<file path="src/rtl/mem_arb_pkg.sv">
// Shared types and constants for the two-port data-memory arbiter.
package mem_arb_pkg;

  localparam int unsigned NUM_PORTS  = 2;
  localparam int unsigned ADDR_W_DEF = 32;
  localparam int unsigned DATA_W_DEF = 32;

  typedef enum logic {
    IDLE   = 1'b0,
    ACCESS = 1'b1
  } arb_state_e;

endpackage

</file>
<file path="src/rtl/mem_arbiter_if.sv">
// Requester ports plus data-memory bus of the arbiter.
// The master side is the requesters and memory; the slave side is the arbiter.
interface mem_arbiter_if
  import mem_arb_pkg::*;
#(
  parameter int unsigned ADDR_W = ADDR_W_DEF,
  parameter int unsigned DATA_W = DATA_W_DEF
);

  logic              req0, req1;
  logic              we0, we1;
  logic [ADDR_W-1:0] addr0, addr1;
  logic [DATA_W-1:0] wdata0, wdata1;
  logic              gnt0, gnt1;
  logic              rvalid0, rvalid1;
  logic [DATA_W-1:0] rdata0, rdata1;
  logic              mem_read, mem_write;
  logic [ADDR_W-1:0] mem_addr;
  logic [DATA_W-1:0] mem_wdata;
  logic [DATA_W-1:0] mem_rdata;

  modport master (
    output req0, req1, we0, we1, addr0, addr1, wdata0, wdata1, mem_rdata,
    input  gnt0, gnt1, rvalid0, rvalid1, rdata0, rdata1,
           mem_read, mem_write, mem_addr, mem_wdata
  );

  modport slave (
    input  req0, req1, we0, we1, addr0, addr1, wdata0, wdata1, mem_rdata,
    output gnt0, gnt1, rvalid0, rvalid1, rdata0, rdata1,
           mem_read, mem_write, mem_addr, mem_wdata
  );

endinterface

</file>
<file path="src/rtl/rr_arb2.sv">
// Two-way round-robin grant: on a tie the port not granted most recently wins.
module rr_arb2
  import mem_arb_pkg::*;
(
  input  logic [NUM_PORTS-1:0] req,
  input  logic                 last_is_1,
  output logic [NUM_PORTS-1:0] gnt
);

  always_comb begin
    gnt = '0;
    if (req[0] && (!req[1] || last_is_1)) begin
      gnt = 2'b01;
    end else if (req[1]) begin
      gnt = 2'b10;
    end
  end

endmodule

</file>
<file path="src/rtl/mem_arbiter.sv">
// Two-port arbiter in front of a single-cycle data memory; one access per cycle,
// read data returned two cycles after the grant.
module mem_arbiter
  import mem_arb_pkg::*;
#(
  parameter int unsigned ADDR_W = ADDR_W_DEF,
  parameter int unsigned DATA_W = DATA_W_DEF
)(
  input logic        clk,
  input logic        rst_n,
  mem_arbiter_if.slave bus
);

  arb_state_e                  state_q, state_d;
  logic                        last_q, last_d;
  logic                        owner_q, owner_d;
  logic                        mem_read_q, mem_read_d;
  logic                        mem_write_q, mem_write_d;
  logic [ADDR_W-1:0]           mem_addr_q, mem_addr_d;
  logic [DATA_W-1:0]           mem_wdata_q, mem_wdata_d;
  logic [NUM_PORTS-1:0]        rvalid_q, rvalid_d;
  logic [DATA_W-1:0]           rdata0_q, rdata0_d;
  logic [DATA_W-1:0]           rdata1_q, rdata1_d;

  logic [NUM_PORTS-1:0]        gnt_raw;
  logic                        accept;
  logic                        sel_we;
  logic [ADDR_W-1:0]           sel_addr;
  logic [DATA_W-1:0]           sel_wdata;

  rr_arb2 u_rr_arb2 (
    .req       ({bus.req1, bus.req0}),
    .last_is_1 (last_q),
    .gnt       (gnt_raw)
  );

  // Flops are held in reset anyway, so only the visible grants need gating.
  assign bus.gnt0 = gnt_raw[0] & rst_n;
  assign bus.gnt1 = gnt_raw[1] & rst_n;

  assign accept    = |gnt_raw;
  assign sel_we    = gnt_raw[1] ? bus.we1    : bus.we0;
  assign sel_addr  = gnt_raw[1] ? bus.addr1  : bus.addr0;
  assign sel_wdata = gnt_raw[1] ? bus.wdata1 : bus.wdata0;

  always_comb begin
    state_d     = IDLE;
    last_d      = last_q;
    owner_d     = owner_q;
    mem_read_d  = 1'b0;
    mem_write_d = 1'b0;
    mem_addr_d  = mem_addr_q;
    mem_wdata_d = mem_wdata_q;
    rvalid_d    = '0;
    rdata0_d    = rdata0_q;
    rdata1_d    = rdata1_q;

    case (state_q)
      IDLE:    state_d = accept ? ACCESS : IDLE;
      ACCESS:  state_d = accept ? ACCESS : IDLE;
      default: state_d = IDLE;
    endcase

    if (accept) begin
      owner_d     = gnt_raw[1];
      last_d      = gnt_raw[1];
      mem_read_d  = ~sel_we;
      mem_write_d = sel_we;
      mem_addr_d  = sel_addr;
      mem_wdata_d = sel_wdata;
    end

    // Capture read data at the end of the access cycle for its owner only.
    if ((state_q == ACCESS) && mem_read_q) begin
      if (owner_q) begin
        rvalid_d[1] = 1'b1;
        rdata1_d    = bus.mem_rdata;
      end else begin
        rvalid_d[0] = 1'b1;
        rdata0_d    = bus.mem_rdata;
      end
    end
  end

  always_ff @(posedge clk or negedge rst_n) begin
    if (!rst_n) begin
      state_q     <= IDLE;
      last_q      <= 1'b1;
      owner_q     <= 1'b0;
      mem_read_q  <= 1'b0;
      mem_write_q <= 1'b0;
      mem_addr_q  <= '0;
      mem_wdata_q <= '0;
      rvalid_q    <= '0;
      rdata0_q    <= '0;
      rdata1_q    <= '0;
    end else begin
      state_q     <= state_d;
      last_q      <= last_d;
      owner_q     <= owner_d;
      mem_read_q  <= mem_read_d;
      mem_write_q <= mem_write_d;
      mem_addr_q  <= mem_addr_d;
      mem_wdata_q <= mem_wdata_d;
      rvalid_q    <= rvalid_d;
      rdata0_q    <= rdata0_d;
      rdata1_q    <= rdata1_d;
    end
  end

  assign bus.mem_read  = mem_read_q;
  assign bus.mem_write = mem_write_q;
  assign bus.mem_addr  = mem_addr_q;
  assign bus.mem_wdata = mem_wdata_q;
  assign bus.rvalid0   = rvalid_q[0];
  assign bus.rvalid1   = rvalid_q[1];
  assign bus.rdata0    = rdata0_q;
  assign bus.rdata1    = rdata1_q;

endmodule

</file>
<file path="src/flat_wrapper.sv">
// flat-port wrapper written by rule: the top's interface ports become plain ports
module mem_arbiter_flat import mem_arb_pkg::*;
#(
  parameter int unsigned ADDR_W = ADDR_W_DEF,
  parameter int unsigned DATA_W = DATA_W_DEF
)
  (clk, rst_n, bus_req0, bus_req1, bus_we0, bus_we1, bus_addr0, bus_addr1, bus_wdata0, bus_wdata1, bus_mem_rdata, bus_gnt0, bus_gnt1, bus_rvalid0, bus_rvalid1, bus_rdata0, bus_rdata1, bus_mem_read, bus_mem_write, bus_mem_addr, bus_mem_wdata);
  mem_arbiter_if #(.ADDR_W(ADDR_W), .DATA_W(DATA_W)) bus_i ();
  input logic clk;
  input logic rst_n;
  input wire logic [$bits(bus_i.req0)-1:0] bus_req0;
  input wire logic [$bits(bus_i.req1)-1:0] bus_req1;
  input wire logic [$bits(bus_i.we0)-1:0] bus_we0;
  input wire logic [$bits(bus_i.we1)-1:0] bus_we1;
  input wire logic [$bits(bus_i.addr0)-1:0] bus_addr0;
  input wire logic [$bits(bus_i.addr1)-1:0] bus_addr1;
  input wire logic [$bits(bus_i.wdata0)-1:0] bus_wdata0;
  input wire logic [$bits(bus_i.wdata1)-1:0] bus_wdata1;
  input wire logic [$bits(bus_i.mem_rdata)-1:0] bus_mem_rdata;
  output wire logic [$bits(bus_i.gnt0)-1:0] bus_gnt0;
  output wire logic [$bits(bus_i.gnt1)-1:0] bus_gnt1;
  output wire logic [$bits(bus_i.rvalid0)-1:0] bus_rvalid0;
  output wire logic [$bits(bus_i.rvalid1)-1:0] bus_rvalid1;
  output wire logic [$bits(bus_i.rdata0)-1:0] bus_rdata0;
  output wire logic [$bits(bus_i.rdata1)-1:0] bus_rdata1;
  output wire logic [$bits(bus_i.mem_read)-1:0] bus_mem_read;
  output wire logic [$bits(bus_i.mem_write)-1:0] bus_mem_write;
  output wire logic [$bits(bus_i.mem_addr)-1:0] bus_mem_addr;
  output wire logic [$bits(bus_i.mem_wdata)-1:0] bus_mem_wdata;
  assign bus_i.req0 = bus_req0;
  assign bus_i.req1 = bus_req1;
  assign bus_i.we0 = bus_we0;
  assign bus_i.we1 = bus_we1;
  assign bus_i.addr0 = bus_addr0;
  assign bus_i.addr1 = bus_addr1;
  assign bus_i.wdata0 = bus_wdata0;
  assign bus_i.wdata1 = bus_wdata1;
  assign bus_i.mem_rdata = bus_mem_rdata;
  assign bus_gnt0 = bus_i.gnt0;
  assign bus_gnt1 = bus_i.gnt1;
  assign bus_rvalid0 = bus_i.rvalid0;
  assign bus_rvalid1 = bus_i.rvalid1;
  assign bus_rdata0 = bus_i.rdata0;
  assign bus_rdata1 = bus_i.rdata1;
  assign bus_mem_read = bus_i.mem_read;
  assign bus_mem_write = bus_i.mem_write;
  assign bus_mem_addr = bus_i.mem_addr;
  assign bus_mem_wdata = bus_i.mem_wdata;
  mem_arbiter #(.ADDR_W(ADDR_W), .DATA_W(DATA_W)) u_core (.clk(clk), .rst_n(rst_n), .bus(bus_i));
endmodule
</file>
<file path="config.mk">
export PLATFORM = sky130hd
export DESIGN_NAME = mem_arbiter_flat
export DESIGN_NICKNAME = d
export VERILOG_FILES = /design/src/rtl/mem_arb_pkg.sv /design/src/rtl/mem_arbiter_if.sv /design/src/rtl/rr_arb2.sv /design/src/rtl/mem_arbiter.sv /design/src/flat_wrapper.sv
export SDC_FILE = /design/constraint.sdc
export NUM_CORES = 1
export LEC_CHECK = 0
export ABC_AREA = 1
export CAP_MARGIN = 0
export CORE_MARGIN = 10
export CORE_UTILIZATION = 43
export DETAILED_ROUTE_END_ITERATION = 8
export PLACE_DENSITY = 0.95
export SLEW_MARGIN = 20
export SYNTH_ARGS = -nofsm -noshare
export SYNTH_HDL_FRONTEND = slang
export SYNTH_HIERARCHICAL = 1
export SYNTH_SLANG_ARGS = --single-unit
</file>
<file path="constraint.sdc">
create_clock -name clk -period 4.51 [get_ports clk]
set_clock_uncertainty 0.05 [all_clocks]
set_input_delay 1.353 -clock clk [delete_from_list [all_inputs] [get_ports clk]]
set_output_delay 1.353 -clock clk [all_outputs]
set_load 0.01 [all_outputs]
</file>
; ---- Word-level counts from Yosys, hierarchy flattened
; Cells that the tools add are included.
[classes]
reduce_logical = 7
n_bitwise = 4
n_mux = 11
[op_table]
columns = cell, n
row1 = $mux 32, 2
row2 = $mux 1, 6
row3 = $mux 2, 3
row4 = $reduce_and 2->1, 2
row5 = $and 1x1->1, 2
row6 = $logic_and 1x1->1, 2
row7 = $not 1->1, 2
row8 = $reduce_or 2->1, 1
row9 = $logic_not 1->1, 1
row10 = $logic_or 1x1->1, 1
[totals]
out_inout_bits = 134
elab_cells = 32
in_bits = 166
register_bits = 135

; ---- Longest topological paths before layout
; Gate-level depths: netlist (run 1).
[logic_depth]
word_depth = 7
depth_mapped = 7
ltp_nobuf = 5

; ---- Hierarchy
; The synthesis (run 1) kept the hierarchy.
[modules_own_cells]
columns = module, cells_per_inst, n_inst, seq_area_each_um2, area_each_um2
row1 = mem_arbiter, 658, 1, 3379.5, 5738.0
row2 = rr_arb2, 4, 1, 0.0, 27.5

; ---- Worst setup path after synthesis (run 1)
; OpenSTA, ideal clock, no wires.
[synth_path]
path_type = input -> output
start = input bus_req1
end = output bus_gnt1
stages = 5
arrival_time_ns = 2.117
path_buffers = 2
required_ns = 3.107
slack_ns = 0.990
cell_sequence = a21boi_2 buf_2 buf_2 nand2_1 inv_1
[synth_via]
elab_chain_len = 5
word_cells_on_any_way = 6
classes_between = mux: 2 / bitwise: 1 / reduce/logical: 3
[synth_rtl]
columns = item, line_no
row1 = from (decl), flat_wrapper.sv:12  ; input wire logic [$bits(bus_i.req1)-1:0] bus_req1;
row2 = $logic_not 1->1, rr_arb2.sv:12  ; if (req[0] && (!req[1] || last_is_1)) begin
row3 = $logic_or 1x1->1, rr_arb2.sv:12
row4 = $logic_and 1x1->1, rr_arb2.sv:12
row5 = $mux 2 (*), rr_arb2.sv:12
row6 = $and 1x1->1 (*), mem_arbiter.sv:39  ; assign bus.gnt1 = gnt_raw[1] & rst_n;
row7 = to (decl), flat_wrapper.sv:21  ; output wire logic [$bits(bus_i.gnt1)-1:0] bus_gnt1;
; Every way passes the cells marked *; elsewhere a longest branch is shown, timed or not.

; ---- Final worst setup path (run 1)
[layout_path]
start = input bus_req1
end = output bus_gnt1
[layout_via]
elab_chain_len = 5
word_cells_on_any_way = 6
classes_between = mux: 2 / bitwise: 1 / reduce/logical: 3
[layout_rtl]
columns = item, line_no
row1 = $logic_not 1->1, rr_arb2.sv:12
row2 = $logic_or 1x1->1, rr_arb2.sv:12
row3 = $logic_and 1x1->1, rr_arb2.sv:12
row4 = $mux 2 (*), rr_arb2.sv:12
row5 = via u_core.gnt_raw[1], mem_arbiter.sv:25  ; logic [NUM_PORTS-1:0] gnt_raw;
row6 = $and 1x1->1 (*), mem_arbiter.sv:39
; The timed path passes the listed nets; every way through them passes the cells marked *.

==> impl_metrics.json, run 1 <==
{
  "ys_warn_count": 6,
  "ant_nets": 0,
  "avgSynthCellArea_um2": 8.71,
  "synth.mux.area_fraction": 0,
  "wl_per_cell_um": 19.7,
  "seq_area_um2": 3380,
  "num_rows": 42,
  "synth_area_leader_cell": "dfrtp_1",
  "netSwitchingPower_uw": 1460,
  "fin_nets": 1103,
  "routed_wl_um": 22200,
  "synth_seq_cells": 135,
  "power_uw": 4700,
  "synth_top_family_by_area": "simple AND/OR/NAND/NOR gates",
  "cts_tree": "done",
  "worst-path-max-fanout": 2,
  "synth-seq-area-share": 0.586,
  "vdd_drop_max_mv": 0.251,
  "boundaryPins": 300,
  "drcViolationCount": 0,
  "synth_cells": 662,
  "globalplace.congestion": 0.865,
  "fmax_ghz": 0.237,
  "p_seq_frac": 0.367,
  "rsz0062_at_grt": "false",
  "synthSimpleGateAreaFrac": 0.356,
  "die-area_um2": 18400,
  "initial_utilization": 0.437,
  "die_h_um": 136,
  "power.leakage_uw": 0.00432,
  "setup_viol": 0,
  "p_int_uw": 3240,
  "powerDensity_nw_per_um2": 498,
  "maxSlewViolCount": 0,
  "tns_ps": 0,
  "num_vias": 5980,
  "arrival_ps": 2810,
  "ys_top_cells_by_area": "dfrtp_1 58%, nand2_1 17%, nand3_1 11%",
  "max_stage_delay_ps": 580,
  "multi_input_area_um2": 2100,
  "synth_compound_area_frac": 0.00521,
  "synth_edf_count": 0,
  "clockPowerShare": 0.305,
  "worst-path-buf-inv": 3,
  "grt_pass1_vias": 5993,
  "track_usage": 0.231,
  "crit_path_frequent_cell": "clkdlybuf4s50_1",
  "grt_overflow": 0,
  "hold_violations": 0,
  "grt_pass1_wl_um": 33300,
  "status": "complete, no violations",
  "slew_headroom": 0.464,
  "cp_cell_sequence": "clkdlybuf4s50_1 -> a21boi_4 -> nand2_1 -> inv_1 -> clkdlybuf4s50_1",
  "synthArstFlopShare": 1.00,
  "hpwl_um": 15900,
  "tightest_slew_ps": 804,
  "drive_gt1_frac": 0.0558,
  "grt_antenna_before_repair": 1,
  "setup.worst_path.start_class": "input pin",
  "hold_buffers": 0,
  "synthXorXnorAreaFrac": 0,
  "syn_to_final_growth_pct": 63.9,
  "finalInstanceArea_um2": 9450,
  "die_w_um": 136,
  "coreArea_um2": 13200,
  "clock-sinks": 135,
  "synthAdderAreaFrac": 0,
  "swShare": 0.310,
  "required_ps": 3110,
  "syn_area_um2": 5770,
  "synth_common_cells": "263 x nand2_1, 134 x dfrtp_1, 129 x nand3_1",
  "crit_family": "buffers and inverters",
  "yosysMostFrequentCell": "nand2_1",
  "drv_cap": 0,
  "cp-end-kind": "primary output",
  "ys_types": 17,
  "period_minus_slack_ps": 4210,
  "cts_buffers": 17,
  "diodes": 0,
  "clk_pin_slew_ps": 60,
  "crit_type": "in2out",
  "h-tree-depth": 4,
  "drtIter0Drc": 565,
  "synth_top_area_frac": 0.582,
  "cts_resized": 0,
  "fin_crit_sh": 0.934,
  "grt_max_degree": 68,
  "drt-pass1-iter-count": 5,
  "clockBufferDepth": 2,
  "synthFlopType": "dfrtp_1",
  "clkLatencyLatePin_ps": 410,
  "cts-root-buf": "clkbuf_16",
  "post_cts_buffers": 0,
  "fillCellCount": 899,
  "comb_power_share": 0.329,
  "numPortBuffers": 299,
  "cp_slowest_cell": "clkdlybuf4s50_1",
  "via_per_inst": 5.31,
  "detailed_place.area_um2": 8840,
  "synth_fp_nets": 828,
  "hp-class": "reg2reg"
}
[worst paths after layout]
check	start	end	slack (ps)	cells past startpoint
max	bus_req1	bus_gnt1	300	5
max in group asynchronous	rst_n	u_core/state_q$_DFF_PN0_	2070	3
min	u_core/bus.rdata0[25]$_DFFE_PN0P_	u_core/bus.rdata0[25]$_DFFE_PN0P_	420	2
max reg2reg	u_core/owner_q$_DFFE_PN0P_	u_core/bus.rdata0[22]$_DFFE_PN0P_	2040	5
min in group asynchronous	rst_n	u_core/bus.mem_addr[6]$_DFFE_PN0P_	740	1
min reg2reg	u_core/bus.rdata0[25]$_DFFE_PN0P_	u_core/bus.rdata0[25]$_DFFE_PN0P_	420	2
[power by group through the flow]
stage	sequential [uW]	combinational (uW)	clock (uW)
global route	1760	1660	1510
finish	1720	1550	1430
floorplan	1870	406	0
CTS	1720	1560	1460
detailed placement	1740	1540	0
global placement	1720	1500	0
[area by class of cell]
cell class	instances	area share
multi-input cells	463	0.223
clock buffers	19	0.0469
repair buffers	311	0.328
flip-flops and latches	135	0.358
clock inverters	13	0.0180
inverters	9	0.00358
well taps	176	0.0233
[through the flow]
stage,utilization,hold WS [ps],setup slack [ps],instances
floorplan,-,407,990,662
global placement,0.670,403,271,1094
detailed placement,0.670,409,267,1094
CTS,0.716,423,267,1126
global route,0.716,440,221,1126
finish,0.716,423,297,1126
[metal layers]
metal	up-vias	track usage	part of all wire	routed length, um
met4	0	0.0825	0.023	516
li1	2769	-	-	-
met1	2795	0.252	0.34	7520
met2	378	0.390	0.50	11100
met5	-	0	0	0
met3	38	0.102	0.14	3000
[worst reg2reg max path, stage by stage, from the launching register on]
cell and delay (ps):
dfrtp_1 350, buf_4 260, inv_2 510, nand3_2 760, nand2_1 330, nand2_1 90
[flip-flops by register name, summed over array words and instances (netlist names)]
signal                count
u_core/state_q            1
u_core/bus.mem_addr      32
u_core/last_q             1
u_core/bus.rdata0        32
u_core/owner_q            1
u_core/bus.mem_write      1
u_core/bus.mem_read       1
u_core/rvalid_q           2
u_core/bus.rdata1        32
u_core/bus.mem_wdata     32
[kinds of logic (layout without fill, tap and decap cells)]
kind of cell	Yosys count	count (layout)
buf+inv	64	352
simple gates	459	459
compound gates	4	4
flops	135	135
[cells in the final DEF (no fill, tap or decap)]
cell             count
a21boi_4             1
a21oi_1              1
a21oi_4              1
buf_12               1
buf_4               11
buf_6                1
bufinv_16            3
clkbuf_1             1
clkbuf_16           17
clkbuf_8             1
clkdlybuf4s50_1    298
clkinv_2             1
clkinv_4             3
clkinvlp_4           3
dfrtp_1            132
dfrtp_2              2
dfstp_2              1
inv_1                7
inv_2                2
inv_6                3
nand2_1            263
nand3_1            129
nand3_2              1
nand4_1             64
nor2_1               1
nor2_4               1
o21ai_0              1
No activity file was read; power rests on OpenSTA's default activity.
==> run 2, diff against run 1 <==
MAX_ROUTING_LAYER = met4   (was not set)
clock period = 5.16 ns   (was 4.51 ns; I/O delays follow)
==> run 2 against run 1 <==
Net effect: die area unchanged; hold slack got worse by 3.1 ps; total power shrank 13%; sequential cell count did not move; critical path type unchanged; critical endpoint unchanged; highest routed layer unchanged.
==> impl_metrics.json, run 2 (synthesized netlist as in run 1, its figures left out) <==
{
  "maxSlewViolCount": 0,
  "routed_wl_um": 22200,
  "num_vias": 6054,
  "drtIter0Drc": 471,
  "power.leakage_uw": 0.00432,
  "status": "complete, no violations",
  "h-tree-depth": 4,
  "track_usage": 0.236,
  "grt_antenna_before_repair": 2,
  "fmax_ghz": 0.216,
  "clkLatencyLatePin_ps": 410,
  "swShare": 0.309,
  "multi_input_area_um2": 2100,
  "max_stage_delay_ps": 590,
  "drive_gt1_frac": 0.0539,
  "clockPowerShare": 0.304,
  "via_per_inst": 5.38,
  "num_rows": 42,
  "cp_cell_sequence": "clkdlybuf4s50_1 -> a21boi_4 -> nand2_1 -> inv_1 -> clkdlybuf4s50_1",
  "boundaryPins": 300,
  "p_int_uw": 2830,
  "post-place-ws_ps": 517,
  "grt_pass1_wl_um": 33000,
  "finalInstanceArea_um2": 9420,
  "initial_utilization": 0.437,
  "syn_to_final_growth_pct": 63.4,
  "setup.worst_path.start_class": "input pin",
  "numPortBuffers": 299,
  "ant_nets": 0,
  "power_uw": 4090,
  "tns_ps": 0,
  "cts-root-buf": "clkbuf_16",
  "coreArea_um2": 13200,
  "hp-class": "reg2reg",
  "required_ps": 3560,
  "hold_violations": 0,
  "fillCellCount": 914,
  "die-area_um2": 18400,
  "worst-path-buf-inv": 3,
  "rsz0062_at_grt": "false",
  "vdd_drop_max_mv": 0.191,
  "post_cts_buffers": 0,
  "clock-sinks": 135,
  "period_minus_slack_ps": 4620,
  "hold_buffers": 0,
  "post-place-cells": 1091,
  "grt_overflow": 0,
  "final_common_cell": "clkdlybuf4s50_1",
  "fin_nets": 1100,
  "drv_cap": 0,
  "fin_crit_sh": 0.895,
  "p_seq_frac": 0.370,
  "globalplace.congestion": 0.855,
  "tightest_slew_ps": 977,
  "arrival_ps": 3020,
  "slew_headroom": 0.349,
  "crit_path_frequent_cell": "clkdlybuf4s50_1",
  "comb_power_share": 0.326,
  "crit_type": "in2out",
  "detailed_place.area_um2": 8800,
  "cts_tree": "done",
  "setup_viol": 0,
  "ff2ff_setup_slack_ps": 2350,
  "worst-path-max-fanout": 2,
  "wl_per_cell_um": 19.7,
  "hpwl_um": 15800,
  "clockBufferDepth": 2,
  "crit_family": "buffers and inverters",
  "drt-pass1-iter-count": 5,
  "die_w_um": 136,
  "seq_area_um2": 3380,
  "clk_pin_slew_ps": 60,
  "cp-end-kind": "primary output",
  "worst_slack_ps": 540,
  "instances_no_fill": 1125,
  "powerDensity_nw_per_um2": 434,
  "cts_resized": 0,
  "layout_common_cells": "298 x clkdlybuf4s50_1, 263 x nand2_1, 132 x dfrtp_1, 129 x nand3_1, 64 x nand4_1",
  "cp_slowest_cell": "clkdlybuf4s50_1",
  "cts_buffers": 17,
  "grt_pass1_vias": 6056,
  "grt_max_degree": 73,
  "drcViolationCount": 0,
  "netSwitchingPower_uw": 1260,
  "die_h_um": 136
}
==> run 2: cell count changes in the layout (fill, tap and decap cells not counted), moves of 2 or more <==
cell / change
buf_4: -2
clkinvlp_4: -2
clkinv_4: +2
clkinv_2: +3
diode_2: +2
==> run 2: through the flow <==
stage	util	hold slack, ps
floorplan	-	407
global placement	0.667	403
detailed placement	0.667	408
CTS	0.714	422
global route	0.714	445
finish	0.714	420
==> run 2: final cells by class <==
cell class	count	area share
well taps	176	0.0234
flip-flops and latches	135	0.359
inverters	9	0.00372
clock buffers	18	0.0466
clock inverters	14	0.0185
multi-input cells	463	0.223
repair buffers	308	0.325
diodes	2	0.000531
==> run 2: tightest hold or removal path, cell delays in order, from the launching register on <==
cell	delay [ps]
dfrtp_1	340
nand2_1	50
nand2_1	40
==> run 2: layer usage <==
layer	track usage	share of wire	up-vias
met2	0.373	0.50	365
met5	-	0	-
met4	0.0975	0.027	0
met1	0.260	0.35	2882
met3	0.0961	0.13	39
li1	-	-	2768
==> run 2: worst paths after layout <==
kind,from,endpoint,cells past startpoint
max,bus_req1,bus_gnt1,5
min,u_core/bus.rdata0[23]$_DFFE_PN0P_,u_core/bus.rdata0[23]$_DFFE_PN0P_,2
max reg2reg,u_core/last_q$_DFFE_PN1P_,u_core/bus.mem_wdata[2]$_DFFE_PN0P_,5
min reg2reg,u_core/bus.rdata0[23]$_DFFE_PN0P_,u_core/bus.rdata0[23]$_DFFE_PN0P_,2
max in group asynchronous,rst_n,u_core/state_q$_DFF_PN0_,3
min in group asynchronous,rst_n,u_core/bus.mem_wdata[17]$_DFFE_PN0P_,1
==> run 2: power groups by stage <==
stage	Sequential, uW	Clock, uW	Combinational [uW]
floorplan	1630	0	355
global placement	1510	0	1300
detailed placement	1530	0	1330
CTS	1510	1260	1340
global route	1550	1310	1430
finish	1520	1240	1330
==> run 3, diff against run 2 <==
CTS_CLUSTER_SIZE = 40   (was not set)
SLEW_MARGIN = not set   (was 20)
==> run 3 against run 2 <==
Net effect: first-iteration DRC count up 10%; critical path depth did not move; die area unchanged; wire length about the same; non-clock buffer count stayed put; combinational power hardly changed; clock-buffer cell count did not move; hold slack is essentially flat; sequential share of layout area barely moved; total power barely moved; critical path type unchanged; largest cell class unchanged; highest routed layer unchanged.
==> impl_metrics.json, run 3 (synthesized netlist as in run 1, its figures left out) <==
{
  "status": "complete, no violations",
  "hpwl_um": 15800,
  "cts_tree": "done",
  "hold_violations": 0,
  "p_seq_frac": 0.370,
  "critPathLaunch": "bus_req1",
  "grt_overflow": 0,
  "num_vias": 6069,
  "reg2reg_from": "u_core/last_q$_DFFE_PN1P_",
  "final_common_cell": "clkdlybuf4s50_1",
  "routed_wl_um": 22200,
  "wl_per_cell_um": 19.7,
  "drcViolationCount": 0,
  "globalplace.congestion": 0.855,
  "grt_antenna_before_repair": 2,
  "cts_resized": 0,
  "num_rows": 42,
  "ant_nets": 0,
  "crit_family": "buffers and inverters",
  "multi_input_area_um2": 2100,
  "worst-path-buf-inv": 3,
  "comb_power_share": 0.326,
  "max_stage_delay_ps": 590,
  "drv_cap": 0,
  "powerDensity_nw_per_um2": 434,
  "fin_crit_sh": 0.895,
  "drive_gt1_frac": 0.0539,
  "drtIter0Drc": 518,
  "p_int_uw": 2830,
  "power.leakage_uw": 0.00432,
  "cp_cell_sequence": "clkdlybuf4s50_1 -> a21boi_4 -> nand2_1 -> inv_1 -> clkdlybuf4s50_1",
  "hp-class": "reg2reg",
  "syn_to_final_growth_pct": 63.4,
  "die_h_um": 136,
  "fmax_ghz": 0.216,
  "fillCellCount": 916,
  "post_cts_buffers": 0,
  "period_minus_slack_ps": 4620,
  "crit_type": "in2out",
  "worst_slack_ps": 541,
  "layout_common_cells": "298 x clkdlybuf4s50_1, 263 x nand2_1, 132 x dfrtp_1, 129 x nand3_1, 64 x nand4_1",
  "clkLatencyLatePin_ps": 410,
  "die-area_um2": 18400,
  "setup_viol": 0,
  "crit_path_frequent_cell": "clkdlybuf4s50_1",
  "h-tree-depth": 4,
  "clock-sinks": 135,
  "initial_utilization": 0.437,
  "slew_headroom": 0.230,
  "cp-end-kind": "primary output",
  "seq_area_um2": 3380,
  "reg2reg_depth": 6,
  "rsz0062_at_grt": "false",
  "tns_ps": 0,
  "boundaryPins": 300,
  "clockPowerShare": 0.304,
  "r2r-end": "u_core/bus.mem_wdata[26]$_DFFE_PN0P_",
  "required_ps": 3560,
  "maxSlewViolCount": 0,
  "arrival_ps": 3020,
  "fin_hold_ws_ps": 420,
  "via_per_inst": 5.39,
  "grt_pass1_wl_um": 33000,
  "clk_pin_slew_ps": 60,
  "path_depth": 5,
  "numPortBuffers": 299,
  "grt_max_degree": 73,
  "swShare": 0.309,
  "grt_pass1_vias": 6056,
  "fin_nets": 1100,
  "cp_slowest_cell": "clkdlybuf4s50_1",
  "tightest_slew_ps": 1160,
  "hold_buffers": 0,
  "netSwitchingPower_uw": 1260,
  "worst-path-max-fanout": 2,
  "coreArea_um2": 13200,
  "setup.worst_path.start_class": "input pin",
  "drt-pass1-iter-count": 5,
  "cts-root-buf": "clkbuf_16",
  "final_core_utilization": 0.714,
  "clockBufferDepth": 2,
  "worstSetupEndpoint": "bus_gnt1",
  "vdd_drop_max_mv": 0.191,
  "ff2ff_setup_slack_ps": 2570,
  "cts_buffers": 17,
  "die_w_um": 136,
  "post-place-ws_ps": 517,
  "track_usage": 0.236
}
==> run 3: cell count changes in the layout (fill, tap and decap cells not counted) <==
cell,before,now
clkinv_2,4,3
dfrtp_2,1,2
inv_2,1,2
dfrtp_4,1,0
==> run 3: routing by layer <==
layer / share of wire / vias up / track usage
li1: - / 2763 / -
met1: 0.35 / 2892 / 0.260
met2: 0.49 / 367 / 0.373
met3: 0.13 / 47 / 0.0961
met4: 0.030 / 0 / 0.0975
met5: 0 / - / -
==> run 3: worst min-delay path: stages (launching register included) <==
cell and delay [ps]:
dfrtp_1 340, nand2_1 50, nand2_1 50
==> run 3: layout make-up <==
type                            instances  share of cell area
Clock buffer                           18              0.0466
Multi-Input combinational cell        463               0.223
Timing Repair Buffer                  308               0.325
Clock inverter                         14              0.0185
Tap cell                              176              0.0234
Sequential cell                       135               0.359
Inverter                                9             0.00359
Antenna cell                            2            0.000531
==> run 3: worst min path at each step <==
stage | cells past startpoint | endpoint | from | slack, ps
global placement | 2 | u_core/bus.rdata0[0]$_DFFE_PN0P_ | u_core/bus.rdata0[0]$_DFFE_PN0P_ | 400
global route | 2 | u_core/bus.mem_addr[14]$_DFFE_PN0P_ | u_core/bus.mem_addr[14]$_DFFE_PN0P_ | 450
detailed placement | 2 | u_core/bus.rdata0[23]$_DFFE_PN0P_ | u_core/bus.rdata0[23]$_DFFE_PN0P_ | 410
floorplan | 2 | u_core/last_q$_DFFE_PN1P_ | u_core/last_q$_DFFE_PN1P_ | 410
finish | 2 | u_core/bus.rdata0[25]$_DFFE_PN0P_ | u_core/bus.rdata0[25]$_DFFE_PN0P_ | 420
CTS | 2 | u_core/bus.rdata0[23]$_DFFE_PN0P_ | u_core/bus.rdata0[23]$_DFFE_PN0P_ | 420
==> run 3: power groups by stage <==
stage                     combinational (uW)  sequential, uW  clock [uW]
after floorplan                          355            1630           0
after global placement                  1300            1510           0
after detailed placement                1330            1530           0
after CTS                               1340            1510        1260
after global routing                    1430            1550        1310
final                                   1330            1520        1240
==> run 3: stage by stage <==
stage / instance area, um^2 / power [uW] / instances
floorplan: 5770 / 1990 / 662
global placement: 8800 / 2810 / 1091
detailed placement: 8800 / 2860 / 1091
CTS: 9410 / 4120 / 1123
global route: 9420 / 4280 / 1125
finish: 9420 / 4090 / 1125
